<file path="config.mk">
export PLATFORM = sky130hd
export DESIGN_NAME = subtractor_64_seq_flat
export DESIGN_NICKNAME = d
export VERILOG_FILES = /design/src/rtl/subtractor_64_seq_if.sv /design/src/rtl/subtractor_64_seq.sv /design/src/flat_wrapper.sv
export SDC_FILE = /design/constraint.sdc
export NUM_CORES = 1
export LEC_CHECK = 0
export ABC_AREA = 0
export BUFFER_PORTS_ARGS = -buffer_cell sky130_fd_sc_hd__buf_2
export CAP_MARGIN = 20
export CORE_MARGIN = 3
export CORE_UTILIZATION = 57
export CTS_CLUSTER_SIZE = 8
export DETAILED_ROUTE_END_ITERATION = 10
export GPL_ROUTABILITY_DRIVEN = 1
export PLACE_DENSITY = 0.8
export SYNTH_ARGS = -nofsm -noshare
export SYNTH_HDL_FRONTEND = slang
export SYNTH_SLANG_ARGS = --single-unit
</file>
<file path="constraint.sdc">
create_clock -name clk -period 6.3 [get_ports clk]
set_clock_uncertainty 0.05 [all_clocks]
set_input_delay 0.63 -clock clk [delete_from_list [all_inputs] [get_ports clk]]
set_output_delay 0.63 -clock clk [all_outputs]
set_load 0.02 [all_outputs]
</file>
<file path="src/rtl/subtractor_64_seq_if.sv">
// -----------------------------------------------------------------------------
// subtractor_64_seq_if
// Handshake and data bundle for the sequential 64-bit subtractor.
//   in_valid / in_ready   : operand request / block can accept operands
//   in1, in2, bin         : minuend, subtrahend, borrow-in
//   out_valid / out_ready : result available / consumer accepts the result
//   diff, bout, zero, ovf : in1 - in2 - bin, borrow-out, zero flag, signed overflow
// master drives operands and out_ready; slave is the subtractor itself.
// -----------------------------------------------------------------------------
interface subtractor_64_seq_if;
  logic        in_valid;
  logic        in_ready;
  logic [63:0] in1;
  logic [63:0] in2;
  logic        bin;
  logic        out_valid;
  logic        out_ready;
  logic [63:0] diff;
  logic        bout;
  logic        zero;
  logic        ovf;

  modport master (
    output in_valid, in1, in2, bin, out_ready,
    input  in_ready, out_valid, diff, bout, zero, ovf
  );

  modport slave (
    input  in_valid, in1, in2, bin, out_ready,
    output in_ready, out_valid, diff, bout, zero, ovf
  );
endinterface

</file>
<file path="src/rtl/subtractor_64_seq.sv">
// -----------------------------------------------------------------------------
// subtractor_64_seq
// Multi-cycle 64-bit subtractor that processes SLICE_W bits per clock.
// Computes diff = in1 - in2 - bin (mod 2^64) with borrow-out, zero flag and
// signed overflow. A result appears 64/SLICE_W cycles after the operand
// accept and is held until the consumer takes it.
//   clk   : single clock, rising edge
//   rst_n : asynchronous active-low reset
//   bus   : subtractor_64_seq_if.slave (operand/result handshake)
//   SLICE_W : bits per cycle, one of 8, 16, 32, 64
//
// state | meaning
// ------+---------------------------------------------------------------
// IDLE  | in_ready high, waiting for in_valid; last result still visible
// BUSY  | one slice per edge, lowest slice first, borrow rippled forward
// DONE  | out_valid high, result frozen until out_ready
// -----------------------------------------------------------------------------
module subtractor_64_seq #(
  parameter int SLICE_W = 16
) (
  input  logic                 clk,
  input  logic                 rst_n,
  subtractor_64_seq_if.slave   bus
);

  localparam int N     = 64 / SLICE_W;
  localparam int CNT_W = 4;

  if (SLICE_W != 8 && SLICE_W != 16 && SLICE_W != 32 && SLICE_W != 64) begin : g_bad_slice_w
    $error("subtractor_64_seq: SLICE_W must be 8, 16, 32 or 64");
  end

  typedef enum logic [1:0] {
    IDLE = 2'd0,
    BUSY = 2'd1,
    DONE = 2'd2
  } state_t;

  state_t             state;
  logic [63:0]        a_q;
  logic [63:0]        b_q;
  logic [63:0]        work_q;
  logic               borrow_q;
  logic [CNT_W-1:0]   cnt_q;
  logic [63:0]        diff_q;
  logic               bout_q;
  logic               zero_q;
  logic               ovf_q;
  logic               in_ready_q;
  logic               out_valid_q;

  logic [SLICE_W-1:0] a_s;
  logic [SLICE_W-1:0] b_s;
  logic [SLICE_W:0]   s_res;
  logic [63:0]        work_nxt;
  logic               last;

  // Slice select by constant-index loop keeps the mux free of variable
  // part-selects.
  always_comb begin
    a_s = '0;
    b_s = '0;
    for (int k = 0; k < N; k++) begin
      if (cnt_q == CNT_W'(k)) begin
        a_s = a_q[k*SLICE_W +: SLICE_W];
        b_s = b_q[k*SLICE_W +: SLICE_W];
      end
    end
  end

  // Extra MSB of the zero-extended difference is the slice borrow-out.
  assign s_res = {1'b0, a_s} - {1'b0, b_s} - {{SLICE_W{1'b0}}, borrow_q};

  always_comb begin
    work_nxt = work_q;
    for (int k = 0; k < N; k++) begin
      if (cnt_q == CNT_W'(k)) begin
        work_nxt[k*SLICE_W +: SLICE_W] = s_res[SLICE_W-1:0];
      end
    end
  end

  assign last = (cnt_q == CNT_W'(N - 1));

  // work_q accumulates slices privately so the visible diff keeps the
  // previous result until the new one is complete.
  always_ff @(posedge clk or negedge rst_n) begin
    if (!rst_n) begin
      state       <= IDLE;
      a_q         <= '0;
      b_q         <= '0;
      work_q      <= '0;
      borrow_q    <= 1'b0;
      cnt_q       <= '0;
      diff_q      <= '0;
      bout_q      <= 1'b0;
      zero_q      <= 1'b0;
      ovf_q       <= 1'b0;
      in_ready_q  <= 1'b1;
      out_valid_q <= 1'b0;
    end else begin
      case (state)
        IDLE: begin
          if (bus.in_valid) begin
            a_q        <= bus.in1;
            b_q        <= bus.in2;
            borrow_q   <= bus.bin;
            cnt_q      <= '0;
            work_q     <= '0;
            in_ready_q <= 1'b0;
            state      <= BUSY;
          end
        end
        BUSY: begin
          work_q   <= work_nxt;
          borrow_q <= s_res[SLICE_W];
          cnt_q    <= cnt_q + CNT_W'(1);
          if (last) begin
            diff_q      <= work_nxt;
            bout_q      <= s_res[SLICE_W];
            zero_q      <= (work_nxt == 64'd0);
            ovf_q       <= (a_q[63] != b_q[63]) && (work_nxt[63] != a_q[63]);
            out_valid_q <= 1'b1;
            state       <= DONE;
          end
        end
        DONE: begin
          // Returning to IDLE here deliberately costs a cycle: no accept
          // can share the release edge.
          if (bus.out_ready) begin
            out_valid_q <= 1'b0;
            in_ready_q  <= 1'b1;
            state       <= IDLE;
          end
        end
        default: begin
          out_valid_q <= 1'b0;
          in_ready_q  <= 1'b1;
          state       <= IDLE;
        end
      endcase
    end
  end

  assign bus.in_ready  = in_ready_q;
  assign bus.out_valid = out_valid_q;
  assign bus.diff      = diff_q;
  assign bus.bout      = bout_q;
  assign bus.zero      = zero_q;
  assign bus.ovf       = ovf_q;

endmodule

</file>
<file path="src/flat_wrapper.sv">
// flat-port wrapper written by rule: the top's interface ports become plain ports
module subtractor_64_seq_flat 
#(
  parameter int SLICE_W = 16
)
  (clk, rst_n, bus_in_valid, bus_in1, bus_in2, bus_bin, bus_out_ready, bus_in_ready, bus_out_valid, bus_diff, bus_bout, bus_zero, bus_ovf);
  subtractor_64_seq_if bus_i ();
  input  logic clk;
  input  logic rst_n;
  input wire logic [$bits(bus_i.in_valid)-1:0] bus_in_valid;
  input wire logic [$bits(bus_i.in1)-1:0] bus_in1;
  input wire logic [$bits(bus_i.in2)-1:0] bus_in2;
  input wire logic [$bits(bus_i.bin)-1:0] bus_bin;
  input wire logic [$bits(bus_i.out_ready)-1:0] bus_out_ready;
  output wire logic [$bits(bus_i.in_ready)-1:0] bus_in_ready;
  output wire logic [$bits(bus_i.out_valid)-1:0] bus_out_valid;
  output wire logic [$bits(bus_i.diff)-1:0] bus_diff;
  output wire logic [$bits(bus_i.bout)-1:0] bus_bout;
  output wire logic [$bits(bus_i.zero)-1:0] bus_zero;
  output wire logic [$bits(bus_i.ovf)-1:0] bus_ovf;
  assign bus_i.in_valid = bus_in_valid;
  assign bus_i.in1 = bus_in1;
  assign bus_i.in2 = bus_in2;
  assign bus_i.bin = bus_bin;
  assign bus_i.out_ready = bus_out_ready;
  assign bus_in_ready = bus_i.in_ready;
  assign bus_out_valid = bus_i.out_valid;
  assign bus_diff = bus_i.diff;
  assign bus_bout = bus_i.bout;
  assign bus_zero = bus_i.zero;
  assign bus_ovf = bus_i.ovf;
  subtractor_64_seq #(.SLICE_W(SLICE_W)) u_core (.clk(clk), .rst_n(rst_n), .bus(bus_i));
endmodule
</file>
==> metrics.md, run 1 <==
| Metric | Value |
|---|---|
| Final hold slack | 0.143 ns |
| Wire per inst | 18.9 µm |
| Seq/Total Area, Yosys | 51.2% |
| Final Util | 68.6% |
| Worst setup SP type | flop |
| Vias in the first global route | 10,800 |
| Slew @ Worst Pin | 1.11 ns |
| Count leader, synth | nand2_1 |
| Syn_area_per_cell | 8.45 µm² |
| RSZ-0062 raised after global routing | false |
| # DRC | 0 |
| ANT cells | 0 |
| Setup bufs post-CTS | 0 |
| Mapped cell area | 12,500 µm² |
| TritonCTS clock tree | done |
| Post-Route Setup TNS | 0 ns |
| Syn nets | 1,643 |
| DRT Pass-1 Iters | 5 |
| Wire length on met2 | 17,200 µm |
| Status | complete, no violations |
| DIE WIDTH | 154 µm |
| Post-synth top area share | 50.9% |
| CP Max Fanout | 21 |
| WP data arrival | 6.26 ns |
| Clk sinks | 255 |
| Die ar. | 23,700 µm² |
| Clk slew on worst S/H paths | 0.05 ns |
| Row count | 53 |
| Cts hold-fix bufs | 0 |
| Yosys top cell by area | dfrtp_1 |
| Number of CTS-inserted buffers | 37 |
| Max Used Layer | met4 |
| Final Hold Viols | 0 |
| Mean number of vias per cell | 5.79 |
| WL met1 | 15,300 µm |
| FF+latch count, synth | 255 |
| R2R depth | 18 |
| CP endpoint kind | flop |
| Share of cells above drive strength 1 | 17.6% |
| Port Buffers | 201 |
| Met3 wire length | 2530 µm |
| Cell variety after synth | 67 |
| Post-cts resize count | 0 |
| Dpl hpwl | 25,400 µm |
| Initial antenna violation count | 0 |
| Post-synth ARST share | 100% |
| Top FF cell, synth | dfrtp_1 |
| Tmin final | 5.88 ns |
| Core ar. | 21,300 µm² |
| Relative slew slack | 25.5% |
| Max Cap Viol | 0 |
| Area delta synth->final | 17.1% |
| CP required | 6.69 ns |
| Total GRT Usage | 30.1% |
| Mapped Cells | 1,476 |
| Clock root buffer | clkbuf_16 |
| Synth area leaders | dfrtp_1, nand2_1, o21ai_0 |
| RePlAce Congestion | 0.974 |
| Starting Density | 58.6% |
| Number of DRC markers in iteration 0 | 861 |
| Commonest cells in the netlist | nand2_1, dfrtp_1, o21ai_0 |
| FMAX | 0.170 GHz |
| Yosys Warn Count | 0 |
| Grt total ovfl | 0 |
| Number of synthesized flops with an enable pin | 0 |
| Io pins | 202 |
| Hold Path Class | in -> async |
| Antenna viol nets, final | 0 |
| Global-route wire length before repair | 57,300 µm |
| Final period util | 93.3% |
| Clk_lat worst skew | 0.50 ns |
| Vias | 11,100 |
| Clock Path Buffers | 3 |
| Max-slew violation count | 0 |
| Largest net degree at the start of global routing | 148 |
| Chip height | 154 µm |
| Nets@finish | 1,810 |
| Critical path type | reg -> reg |
| Number of setup violations in the final report | 0 |
| CTS H-Tree Depth | 2 |
| Final WL | 36,400 µm |
-- layout by cell type, fill, tap and decap left out, drive strengths merged, types with 27 or more instances in the layout --
master	Yosys	final
a21oi	61	61
dfrtp	254	254
inv	31	31
buf	6	225
ha	32	32
nor3	27	27
clkbuf	91	45
nor2	87	87
nand2	552	552
o21ai	138	138
-- state kept, by name, summed over array words and instances (netlist names) --
signal and count:
u_core.bus.diff 64, u_core.cnt_q 4, u_core.bus.ovf 1, u_core.bus.out_valid 1
u_core.bus.bout 1, u_core.state 2, u_core.work_q 51, u_core.b_q 64
u_core.borrow_q 1, u_core.bus.zero 1, u_core.bus.in_ready 1, u_core.a_q 64
-- worst max-delay path, cell delays in order (launching register included) --
cell       delay [ns]
dfrtp_1          0.42
inv_1            0.12
ha_1             0.25
and2_1           0.74
buf_4            0.33
a221o_1          0.16
o21ai_0          0.06
o21ai_0          0.23
fa_1             0.21
inv_1            0.07
fa_1             0.44
xnor2_1          0.77
o21ai_0          0.30
a2111oi_0        0.57
o2111ai_1        0.18
nor4b_1          0.34
and4_1           0.23
o2111a_1         0.18
a32o_2           0.16
-- logic make-up (layout without fill, tap and decap cells) --
family	Yosys count	count (layout)	share of synthesized area, %
buf+inv	128	301	4.23
xor+xnor	17	17	1.34
mux	8	8	0.642
compound gates	313	313	15.8
flops	255	255	51.2
simple gates	721	721	23.3
fa+ha+maj	34	34	3.53
-- routing by layer --
metal	track usage (%)	vias to the layer above
met5	0	-
met4	11.8	0
met3	4.76	88
met2	48.4	493
met1	41.3	5307
li1	-	5252
-- per-stage QoR --
step	cell area (µm²)	setup WS, ns	instances
floorplan	12500	1.39	1476
global placement	13600	1.03	1878
detailed placement	13600	0.669	1878
CTS	14600	0.613	1923
global route	14600	0.0746	1924
finish	14600	0.422	1924
-- final cells by class --
type | count | area [µm²]
timing repair buffer | 225 | 1220
multi-input combinational | 1093 | 5590
sequential | 255 | 6380
inverter | 31 | 116
clock buffer | 45 | 956
fill | 1705 | 6680
tap | 275 | 344
-- path summary, 6_finish.rpt --
check,startpoint,endpoint,slack [ns]
max,u_core.cnt_q[1],u_core.bus.zero,0.42
min,rst_n,u_core.bus.diff[26],0.14
max reg2reg,u_core.cnt_q[1],u_core.bus.zero,0.42
min reg2reg,u_core.bus.diff[23],u_core.bus.diff[23],0.41
max in group asynchronous,rst_n,u_core.b_q[15],4.79
min in group clk,bus_in1[43],u_core.a_q[43],0.27
Power of run 1 is not shown: default switching activity piles up to over one toggle a cycle in this logic, so the estimate is an artifact.
==> run 2: changes to the inputs <==
--- a/config.mk
+++ b/config.mk
@@ -15,4 +15,5 @@
 export GPL_ROUTABILITY_DRIVEN = 1
 export PLACE_DENSITY = 0.8
+export REMOVE_ABC_BUFFERS = 1
 export SYNTH_ARGS = -nofsm -noshare
 export SYNTH_HDL_FRONTEND = slang
==> constraint.sdc (replaced) <==
create_clock -name clk -period 6.3 [get_ports clk]
set_clock_uncertainty 0.05 [all_clocks]
set_input_delay 1.26 -clock clk [delete_from_list [all_inputs] [get_ports clk]]
set_output_delay 1.26 -clock clk [all_outputs]
set_load 0.02 [all_outputs]
==> run 2 against run 1 <==
Compared with the run above: sequential share of layout area fell by 0.12 points; die area did not move; critical path type unchanged; wire length fell by 8.5%; highest routed layer unchanged.
==> metrics.md, run 2 (synthesis gave the netlist of run 1 again) <==
| Metric | Value |
|---|---|
| Number of setup violations in the final report | 0 |
| Relative slew slack | 32.8% |
| Chip height | 154 µm |
| Final hold slack | 0.419 ns |
| Initial antenna violation count | 0 |
| CTS H-Tree Depth | 2 |
| Max-slew violation count | 0 |
| Worst setup SP type | flop |
| Wire per inst | 17.3 µm |
| TritonCTS clock tree | done |
| Final period util | 90.1% |
| Max Cap Viol | 0 |
| Cts hold-fix bufs | 0 |
| # DRC | 0 |
| Crit-path cells | inv_1, ha_1, or3b_1, nor2_2, buf_4, a221o_1, o21ai_0, o21ai_0, fa_1, inv_1, fa_1, xnor2_1, o21ai_0, a2111oi_0, o2111ai_1, nor4b_1, and4_1, o2111a_1, a32o_2 |
| Number of CTS-inserted buffers | 37 |
| Fillers | 1,695 |
| Post-Route Setup TNS | 0 ns |
| Commonest non-fill, non-tap cell in the layout | nand2_1 |
| Port Buffers | 201 |
| Post-cts resize count | 0 |
| Setup bufs post-CTS | 0 |
| DIE WIDTH | 154 µm |
| RSZ-0062 raised after global routing | false |
| Area delta synth->final | 17.4% |
| ANT cells | 0 |
| CP Max Fanout | 31 |
| Vias | 11,200 |
| Clk slew on worst S/H paths | 0.05 ns |
| Global-route wire length before repair | 54,800 µm |
| RePlAce Congestion | 0.879 |
| WP data arrival | 6.06 ns |
| Tmin final | 5.68 ns |
| Io pins | 202 |
| Max incr delay on CP | 0.79 ns |
| Row count | 53 |
| Vias in the first global route | 11,000 |
| Clock Path Buffers | 3 |
| Antenna viol nets, final | 0 |
| Inst Count DP | 1,874 |
| Crit-path most repeated cell | o21ai_0 |
| Grt total ovfl | 0 |
| Mean number of vias per cell | 5.81 |
| Number of DRC markers in iteration 0 | 900 |
| Starting Density | 58.6% |
| Status | complete, no violations |
| Clk_lat worst skew | 0.50 ns |
| Total GRT Usage | 27.8% |
| Dpl hpwl | 22,500 µm |
| Share of cells above drive strength 1 | 17.7% |
| Most frequent cells in the layout | nand2_1, dfrtp_1, buf_2 |
| FMAX | 0.176 GHz |
| Core ar. | 21,300 µm² |
| DRT Pass-1 Iters | 5 |
| Die ar. | 23,700 µm² |
| Final WL | 33,400 µm |
| CP max stage cell | xnor2_1 |
| Register area | 6380 µm² |
| CP required | 6.69 ns |
| CP endpoint kind | flop |
| Final Hold Viols | 0 |
| Area of the multi-input gates | 5590 µm² |
| Clk sinks | 255 |
| Nets@finish | 1,808 |
| Critical path type | reg -> reg |
| Clock root buffer | clkbuf_16 |
| Slew @ Worst Pin | 1.01 ns |
| Largest net degree at the start of global routing | 143 |
| Hold Path Class | reg -> reg |
| Non-filler instance count after layout | 1,924 |
==> run 2: worst max-delay path: cells and delay by family (launching register included) <==
kind | cells | cell delay, ns
AO/OA/AOI/OAI | 8 | 1.81
adder cells (fa/ha/maj) | 3 | 0.90
XOR/XNOR | 1 | 0.79
buffers and inverters | 3 | 0.54
flip-flops | 1 | 0.43
AND/OR/NAND/NOR | 4 | 1.09
==> run 2: per-stage QoR <==
step / instance area (µm²) / util (%) / setup slack (ns)
2_1_floorplan: 12100 / - / -1.52
3_3_place_gp: 13600 / 64.0 / 0.950
3_5_place_dp: 13600 / 64.0 / 0.782
4_1_cts: 14600 / 68.7 / 0.756
5_1_grt: 14700 / 68.8 / 0.312
6_report: 14700 / 68.8 / 0.624
==> run 2: cell type report <==
class                           count  share of cell area (%)
Clock buffer                       46                    6.84
Sequential cell                   255                    43.6
Inverter                           31                   0.794
Tap cell                          275                    2.35
Timing Repair Buffer              223                    8.23
Clock inverter                      1                  0.0598
Multi-Input combinational cell   1093                    38.2
==> run 2: path summary, 6_finish.rpt <==
kind / slack (ns) / from / cells after the start / end
max in group asynchronous: 4.19 / rst_n / 2 / u_core.b_q[40]
min in group asynchronous: 0.75 / rst_n / 1 / u_core.bus.diff[35]
worst min-delay path: 0.42 / u_core.bus.diff[23] / 2 / u_core.bus.diff[23]
worst max-delay path: 0.62 / u_core.cnt_q[0] / 19 / u_core.bus.zero
worst max register to register: 0.62 / u_core.cnt_q[0] / 19 / u_core.bus.zero
worst min register to register: 0.42 / u_core.bus.diff[23] / 2 / u_core.bus.diff[23]
==> run 2: routing by layer <==
layer,wire length (µm),track usage [%],vias to the layer above
met4,941,9.21,0
met5,0,0,-
met3,2440,4.81,80
met1,14400,39.0,5364
li1,-,-,5266
met2,15600,44.3,460
Power of run 2 is left out for the same reason.
